### src/rtl/axis_ptp_tx_arbiter.sv
// Packet-granular 2:1 AXIS arbiter for the MAC TX path.
// Port 0 carries PTP traffic and wins at frame boundaries, up to a burst limit
// while best-effort traffic on port 1 waits. An idle gap follows every frame.
// tx_is_ptp and tx_sof feed the TX timestamp unit.
module axis_ptp_tx_arbiter #(
  parameter int IFG_CYCLES    = 12,
  parameter int MAX_PTP_BURST = 4,
  parameter int CNT_W         = 32
) (
  input  logic             axis_aclk,
  input  logic             rst_n,
  input  logic             enable,
  input  logic             s0_axis_tvalid,
  output logic             s0_axis_tready,
  input  logic [7:0]       s0_axis_tdata,
  input  logic             s0_axis_tlast,
  input  logic             s1_axis_tvalid,
  output logic             s1_axis_tready,
  input  logic [7:0]       s1_axis_tdata,
  input  logic             s1_axis_tlast,
  output logic             m_axis_tvalid,
  input  logic             m_axis_tready,
  output logic [7:0]       m_axis_tdata,
  output logic             m_axis_tlast,
  output logic             tx_is_ptp,
  output logic             tx_sof,
  output logic [CNT_W-1:0] ptp_frame_cnt,
  output logic [CNT_W-1:0] be_frame_cnt
);

  localparam int RUN_W = $clog2(MAX_PTP_BURST + 1);
  localparam int GAP_W = (IFG_CYCLES > 1) ? $clog2(IFG_CYCLES) : 1;
  localparam logic [RUN_W-1:0] RUN_MAX  = RUN_W'(MAX_PTP_BURST);
  localparam logic [GAP_W-1:0] GAP_LAST = GAP_W'((IFG_CYCLES > 0) ? IFG_CYCLES - 1 : 0);

  typedef enum logic [1:0] {
    IDLE = 2'd0,
    PASS = 2'd1,
    GAP  = 2'd2
  } state_t;

  state_t           state, state_nxt;
  logic             grant, grant_nxt;
  logic [RUN_W-1:0] ptp_run, ptp_run_nxt;
  logic [GAP_W-1:0] gap_cnt, gap_cnt_nxt;
  logic             first_beat;
  logic             m_hs;

  // Arbitration state register: grant and burst/gap counters move with the FSM
  always_ff @(posedge axis_aclk or negedge rst_n) begin
    if (!rst_n) begin
      state   <= IDLE;
      grant   <= 1'b0;
      ptp_run <= '0;
      gap_cnt <= '0;
    end else begin
      state   <= state_nxt;
      grant   <= grant_nxt;
      ptp_run <= ptp_run_nxt;
      gap_cnt <= gap_cnt_nxt;
    end
  end

  // Next-state logic plus the datapath mux that routes the granted port to the MAC
  always_comb begin
    state_nxt      = state;
    grant_nxt      = grant;
    ptp_run_nxt    = ptp_run;
    gap_cnt_nxt    = gap_cnt;
    m_axis_tvalid  = 1'b0;
    m_axis_tdata   = 8'h00;
    m_axis_tlast   = 1'b0;
    s0_axis_tready = 1'b0;
    s1_axis_tready = 1'b0;
    m_hs           = 1'b0;
    case (state)
      IDLE: begin
        if (enable && s0_axis_tvalid && ((ptp_run < RUN_MAX) || !s1_axis_tvalid)) begin
          state_nxt = PASS;
          grant_nxt = 1'b0;
          if (ptp_run < RUN_MAX) ptp_run_nxt = ptp_run + RUN_W'(1);
        end else if (enable && s1_axis_tvalid) begin
          state_nxt   = PASS;
          grant_nxt   = 1'b1;
          ptp_run_nxt = '0;
        end else if (!s0_axis_tvalid && !s1_axis_tvalid) begin
          ptp_run_nxt = '0;
        end
      end
      PASS: begin
        if (grant) begin
          m_axis_tvalid  = s1_axis_tvalid;
          m_axis_tdata   = s1_axis_tdata;
          m_axis_tlast   = s1_axis_tlast;
          s1_axis_tready = m_axis_tready;
        end else begin
          m_axis_tvalid  = s0_axis_tvalid;
          m_axis_tdata   = s0_axis_tdata;
          m_axis_tlast   = s0_axis_tlast;
          s0_axis_tready = m_axis_tready;
        end
        m_hs = m_axis_tvalid && m_axis_tready;
        if (m_hs && m_axis_tlast) begin
          gap_cnt_nxt = '0;
          if (IFG_CYCLES > 0) state_nxt = GAP;
          else                state_nxt = IDLE;
        end
      end
      GAP: begin
        if (gap_cnt == GAP_LAST) state_nxt = IDLE;
        else                     gap_cnt_nxt = gap_cnt + GAP_W'(1);
      end
      default: state_nxt = IDLE;
    endcase
  end

  // PTP flag follows the registered grant so it is stable for the whole frame
  always_ff @(posedge axis_aclk or negedge rst_n) begin
    if (!rst_n) tx_is_ptp <= 1'b0;
    else        tx_is_ptp <= (state_nxt == PASS) && !grant_nxt;
  end

  // Start-of-frame pulse lands one cycle after the first beat actually transfers
  always_ff @(posedge axis_aclk or negedge rst_n) begin
    if (!rst_n) begin
      first_beat <= 1'b0;
      tx_sof     <= 1'b0;
    end else begin
      tx_sof <= m_hs && first_beat;
      if (state == IDLE && state_nxt == PASS) first_beat <= 1'b1;
      else if (m_hs)                          first_beat <= 1'b0;
    end
  end

  // Per-port frame counters bump on the owning port's tlast handshake and wrap
  always_ff @(posedge axis_aclk or negedge rst_n) begin
    if (!rst_n) begin
      ptp_frame_cnt <= '0;
      be_frame_cnt  <= '0;
    end else if (m_hs && m_axis_tlast) begin
      if (grant) be_frame_cnt  <= be_frame_cnt + CNT_W'(1);
      else       ptp_frame_cnt <= ptp_frame_cnt + CNT_W'(1);
    end
  end

endmodule

### config.mk
export PLATFORM = sky130hd
export DESIGN_NAME = axis_ptp_tx_arbiter
export DESIGN_NICKNAME = d
export VERILOG_FILES = /design/src/rtl/axis_ptp_tx_arbiter.sv
export SDC_FILE = /design/constraint.sdc
export NUM_CORES = 1
export LEC_CHECK = 0
export ABC_CLOCK_PERIOD_IN_PS = 3750
export CAP_MARGIN = 10
export CORE_MARGIN = 1
export CORE_UTILIZATION = 53
export CTS_CLUSTER_DIAMETER = 80
export CTS_CLUSTER_SIZE = 8
export DETAILED_ROUTE_END_ITERATION = 8
export PLACE_DENSITY = 0.86
export SYNTH_ARGS = -nofsm -noshare
export SYNTH_HDL_FRONTEND = slang
export SYNTH_SLANG_ARGS = --single-unit
### constraint.sdc
create_clock -name axis_aclk -period 3.75 [get_ports axis_aclk]
set_clock_uncertainty 0.05 [all_clocks]
set_input_delay 0.75 -clock axis_aclk [delete_from_list [all_inputs] [get_ports axis_aclk]]
set_output_delay 0.75 -clock axis_aclk [all_outputs]
set_load 0.05 [all_outputs]
---- Word-level counts from Yosys, hierarchy flattened ----
Cells that the tools add are included.
word-level totals
  register bits ........................... 77
  latch bits .............................. 0
  RAM bits ................................ 0
  bits in read-only memories .............. 0
  output and inout bits ................... 78
  logic and storage cells ................. 74
  memories ................................ 0
cells by class
  add/subtract/negate cells ............... 4
  multiply operators ...................... 0
  div/mod/pow operators ................... 0
  order comparisons ....................... 1
  equal/unequal tests ..................... 7
  shift operators ......................... 0
  mux-type cells .......................... 30
  bitwise operators ....................... 1
  reductions and logical operators ........ 22
operators with widths
  kind                     count
  $add A32 B1 Y32 const B  2
  $mux W1                  16
  $mux W8                  2
  $mux W3                  4
  $logic_and A1 B1 Y1      10
  $mux W2                  4
  $mux W4                  2
  $pmux W4 S2              1
  $ne A2 B2 Y1 const B     3
  $pmux W2 S3              1
  $reduce_and A3 Y1        2
  $add A4 B1 Y4 const B    1
  $eq A2 B1 Y1 const B     2
  $eq A4 B4 Y1 const B     1
  $reduce_and A2 Y1        2
  $reduce_bool A2 Y1       2
  $add A3 B1 Y3 const B    1
  $logic_not A1 Y1         3
  $lt A3 B3 Y1 const B     1
  $reduce_bool A3 Y1       1
  $eq A2 B2 Y1 const B     1
  $logic_not A2 Y1         1
  $logic_or A1 B1 Y1       1
  $not A1 Y1               1

---- Logic depth before layout (Yosys ltp) ----
  word-level depth ........................ 9
  depth in mapped cells ................... 6
  gate-level depth less buffers ........... 5

---- Worst setup path after synthesis ----
OpenSTA, ideal clock, no wires.
  path kind ............................... input-to-output
  from .................................... in s1_axis_tvalid
  to ...................................... out m_axis_tvalid
  data arrival time ....................... 1.844 ns
  setup slack ............................. 1.106 ns
  stages on the path ...................... 3
  path buffers ............................ 1
  path through ............................ buf_2 nand2_1 a21oi_1
between the ends
  word-level cells in the longest chain between the ends .. 3
RTL lines
  item                   RTL line  RTL
  start: declaration     17        input logic s1_axis_tvalid,
  $mux W1                91        if (grant) begin
  $mux W1 (2 in series)  76        case (state)
  end: declaration       21        output logic m_axis_tvalid,
Every way passes these cells. The select of a mux whose other input is x is not followed.

---- Final worst setup path ----
  from .................................... in m_axis_tready
  to ...................................... out s0_axis_tready
between the ends
  word-level cells in the longest chain between the ends .. 2
RTL lines
  item                RTL line  RTL
  start: declaration  22        input logic m_axis_tready,
  $mux W1             91
  $mux W1             76
  end: declaration    14        output logic s0_axis_tready,
Every way passes these cells.

==> impl_metrics.env <==
export IMPL_status="finished clean"
export IMPL_cp_top_family="buffers and inverters"
export IMPL_place_hpwl_um=6100
export IMPL_syn_avg_cell_area_sq_um=10.6
export IMPL_mostFrequentLayoutCell="clkdlybuf4s50_1"
export IMPL_clockRootBuffer="clkbuf_8"
export IMPL_min_to="ptp_frame_cnt[31]$_DFFE_PN0P_"
export IMPL_p_switching_uw=968
export IMPL_internal_power_mw=1.55
export IMPL_cts_sinks=77
export IMPL_use_met2=0.383
export IMPL_core_sq_um=6910
export IMPL_hold_path_class="reg2reg"
export IMPL_max_freq_ghz=0.302
export IMPL_r2r_start="grant$_DFF_PN0_"
export IMPL_post_cts_buffers=0
export IMPL_fillers=518
export IMPL_cts_resized=0
export IMPL_synthXorXnorAreaFrac=0.146
export IMPL_cts_made_buffers=9
export IMPL_cp_required_ns=2.95
export IMPL_syn_area_sq_um=3840
export IMPL_p_per_area_nw_per_um2=493
export IMPL_initial_core_util=0.557
export IMPL_max_vdd_ir_drop_mv=0.437
export IMPL_num_io_pins=102
export IMPL_ant_nets=0
export IMPL_nets=494
export IMPL_port_buffers=101
export IMPL_path_max_fanout=8
export IMPL_layout_min_cycle_time_ns=3.31
export IMPL_synthMuxAreaShare=0.0348
export IMPL_reg2reg_slack_ns=1.42
export IMPL_mostFrequentLayoutCells="clkdlybuf4s50_1 (98), dfrtp_1 (77), xnor2_1 (34)"
export IMPL_grt_use_met1=0.301
export IMPL_relSlewSlack=0.366
export IMPL_path_common_cell="clkdlybuf4s50_1"
export IMPL_grt_overflow_total=0
export IMPL_drt_first_pass_iters=4
export IMPL_clock_path_buffers=2
export IMPL_path_class="in2out"
export IMPL_critPathLaunch="m_axis_tready"
export IMPL_htreeDepth=3
export IMPL_cts_hold_buf=0
export IMPL_synth_warnings=0
export IMPL_power_frac_seq=0.413
export IMPL_synth_compound_area_frac=0.0247
export IMPL_crit_path_start_kind="primary input"
export IMPL_synthSimpleGateAreaFrac=0.255
export IMPL_min_from="ptp_frame_cnt[31]$_DFFE_PN0P_"
export IMPL_vias=3170
export IMPL_clock_latency_ns=0.35
export IMPL_slew_viol_final=0
export IMPL_grt_pass1_vias=3039
export IMPL_synth_top_area_frac=0.501
export IMPL_yosysTopAreaCell="dfrtp_1"
export IMPL_power_leakage_nw=2.22
export IMPL_finalSetupTns_ns=0
export IMPL_drc=0
export IMPL_swShare=0.384
export IMPL_max_stage_delay_ns=0.82
export IMPL_ys_types=45
export IMPL_cts_tree="built"
export IMPL_pwr_share_comb=0.347
export IMPL_rows=30
export IMPL_hold_viol_final=0
export IMPL_drtIter0Drc=128
export IMPL_grtUsageMet3=0.0493
export IMPL_drv_cap=0
export IMPL_gp_congestion=0.835
export IMPL_die_x_um=87.2
export IMPL_rr_endpoint="ptp_frame_cnt[26]$_DFFE_PN0P_"
export IMPL_finalCritPeriodShare=0.883
export IMPL_rsz0062_at_grt="no"
export IMPL_dp_cells=551
export IMPL_path_cells="clkdlybuf4s50_1 -> nand3b_1 -> nor2_1 -> clkdlybuf4s50_1"
export IMPL_busiest_layer="met2"
export IMPL_drt_total_wl_um=8450
export IMPL_synth_adder_area_share=0.0130
export IMPL_synth_nets=391
export IMPL_drive_above_1_share=0.0725
export IMPL_crit_path_end_kind="output port"
export IMPL_die_area_sq_um=7600
export IMPL_synthToLayoutAreaGrowth_pct=33.1
export IMPL_grtUsageTotal=0.234
export IMPL_via_per_inst=5.61
export IMPL_path_buf_inv=2
export IMPL_instances_no_fill=565
export IMPL_diodes=0
export IMPL_critPathSlowestCell="clkdlybuf4s50_1"
export IMPL_synth_top_family_by_area="simple AND/OR/NAND/NOR gates"
export IMPL_rr_worst_depth=4
export IMPL_hold_depth=1
export IMPL_crit_arrival_ns=2.51
export IMPL_finalSetupViolCount=0
export IMPL_synth_seq_cells=77
export IMPL_synthTopCellsByArea="dfrtp_1 (50%), xnor2_1 (7.7%), xor2_1 (6.8%)"
export IMPL_synthesis_instances=363
export IMPL_antenna_found_initial=0
export IMPL_clockPowerShare=0.240
export IMPL_grt_pass1_wl_um=13700
export IMPL_wl_per_cell_um=14.9
export IMPL_die_height_um=87.2
export IMPL_yosysSeqAreaShare=0.501
export IMPL_tightestPinTransition_ns=0.943
export IMPL_grt_max_degree=78
export IMPL_path_clk_slew_ns=0.08
through the flow:
stage | hold slack [ns] | cell area (sq um) | power [mW] | setup slack (ns) | util
6_report | 0.423 | 5120 | 2.52 | 0.440 | 0.741
5_1_grt | 0.444 | 5120 | 2.63 | 0.358 | 0.741
4_1_cts | 0.427 | 5120 | 2.54 | 0.443 | 0.741
3_5_place_dp | 0.416 | 4930 | 1.94 | 0.464 | 0.714
3_3_place_gp | 0.408 | 4930 | 1.91 | 0.475 | 0.714
2_1_floorplan | 0.404 | 3840 | 1.65 | 1.11 | -
metal layers:
layer | vias up | wire, um
met1 | 1556 | 3690
met2 | 110 | 4180
met4 | 0 | 181
met3 | 18 | 395
li1 | 1486 | -
met5 | - | 0
area by class of cell:
class                   instances  area [sq um]  area share
clock inverters                 4          50.0     0.00978
multi-input cells             264          1820       0.356
clock buffers                  10           138      0.0269
repair buffers                104          1030       0.200
well taps                      96           120      0.0235
flip-flops and latches         77          1930       0.377
inverters                      10          37.5     0.00733
flip-flops by register name (all words and copies together) (netlist names), 2 cells and up:
name,cells
state,2
gap_cnt,4
be_frame_cnt,32
ptp_frame_cnt,32
ptp_run,3
power by group through the flow:
stage	registers, mW	logic (mW)	clock network (mW)
floorplan	1.12	0.529	0
global placement	1.05	0.864	0
detailed placement	1.06	0.878	0
CTS	1.04	0.883	0.614
global route	1.06	0.931	0.647
finish	1.04	0.876	0.604
synth_stat cells (all sizes together):
library cell	count
dfrtp	77
xnor2	34
nand2	30
xor2	30
nand4	26
nor2	26
nand3	20
nor4	16
nor3	14
inv	10
mux2i	10
and3	8
a21oi	6
and4	6
buf	6
clkbuf	6
ha	4
mux2	3
nand2b	3
nand3b	3
a22o	2
and2	2
nand4b	2
nor2b	2
o21ai	2
or3	2
or4	2
a311oi	1
a31oi	1
and4b	1
nand4bb	1
nor3b	1
nor4b	1
o211ai	1
o22ai	1
o2bb2ai	1
or2	1
or3b	1
logic make-up (layout without fill, tap and decap cells):
group,count (synthesis),in the layout
fa+ha+maj,4,4
flops,77,77
compound gates,15,15
simple gates,168,168
xor+xnor,64,64
mux,13,13
buf+inv,22,128
how the worst max path moves through the flow:
stage | endpoint | slack (ns) | depth (start not counted)
2_1_floorplan | m_axis_tvalid | 1.11 | 3
3_3_place_gp | s0_axis_tready | 0.47 | 4
3_5_place_dp | s0_axis_tready | 0.46 | 4
4_1_cts | s0_axis_tready | 0.44 | 4
5_1_grt | s0_axis_tready | 0.36 | 4
6_report | s0_axis_tready | 0.44 | 4
Note: power is estimated with default switching activity, not from simulation.
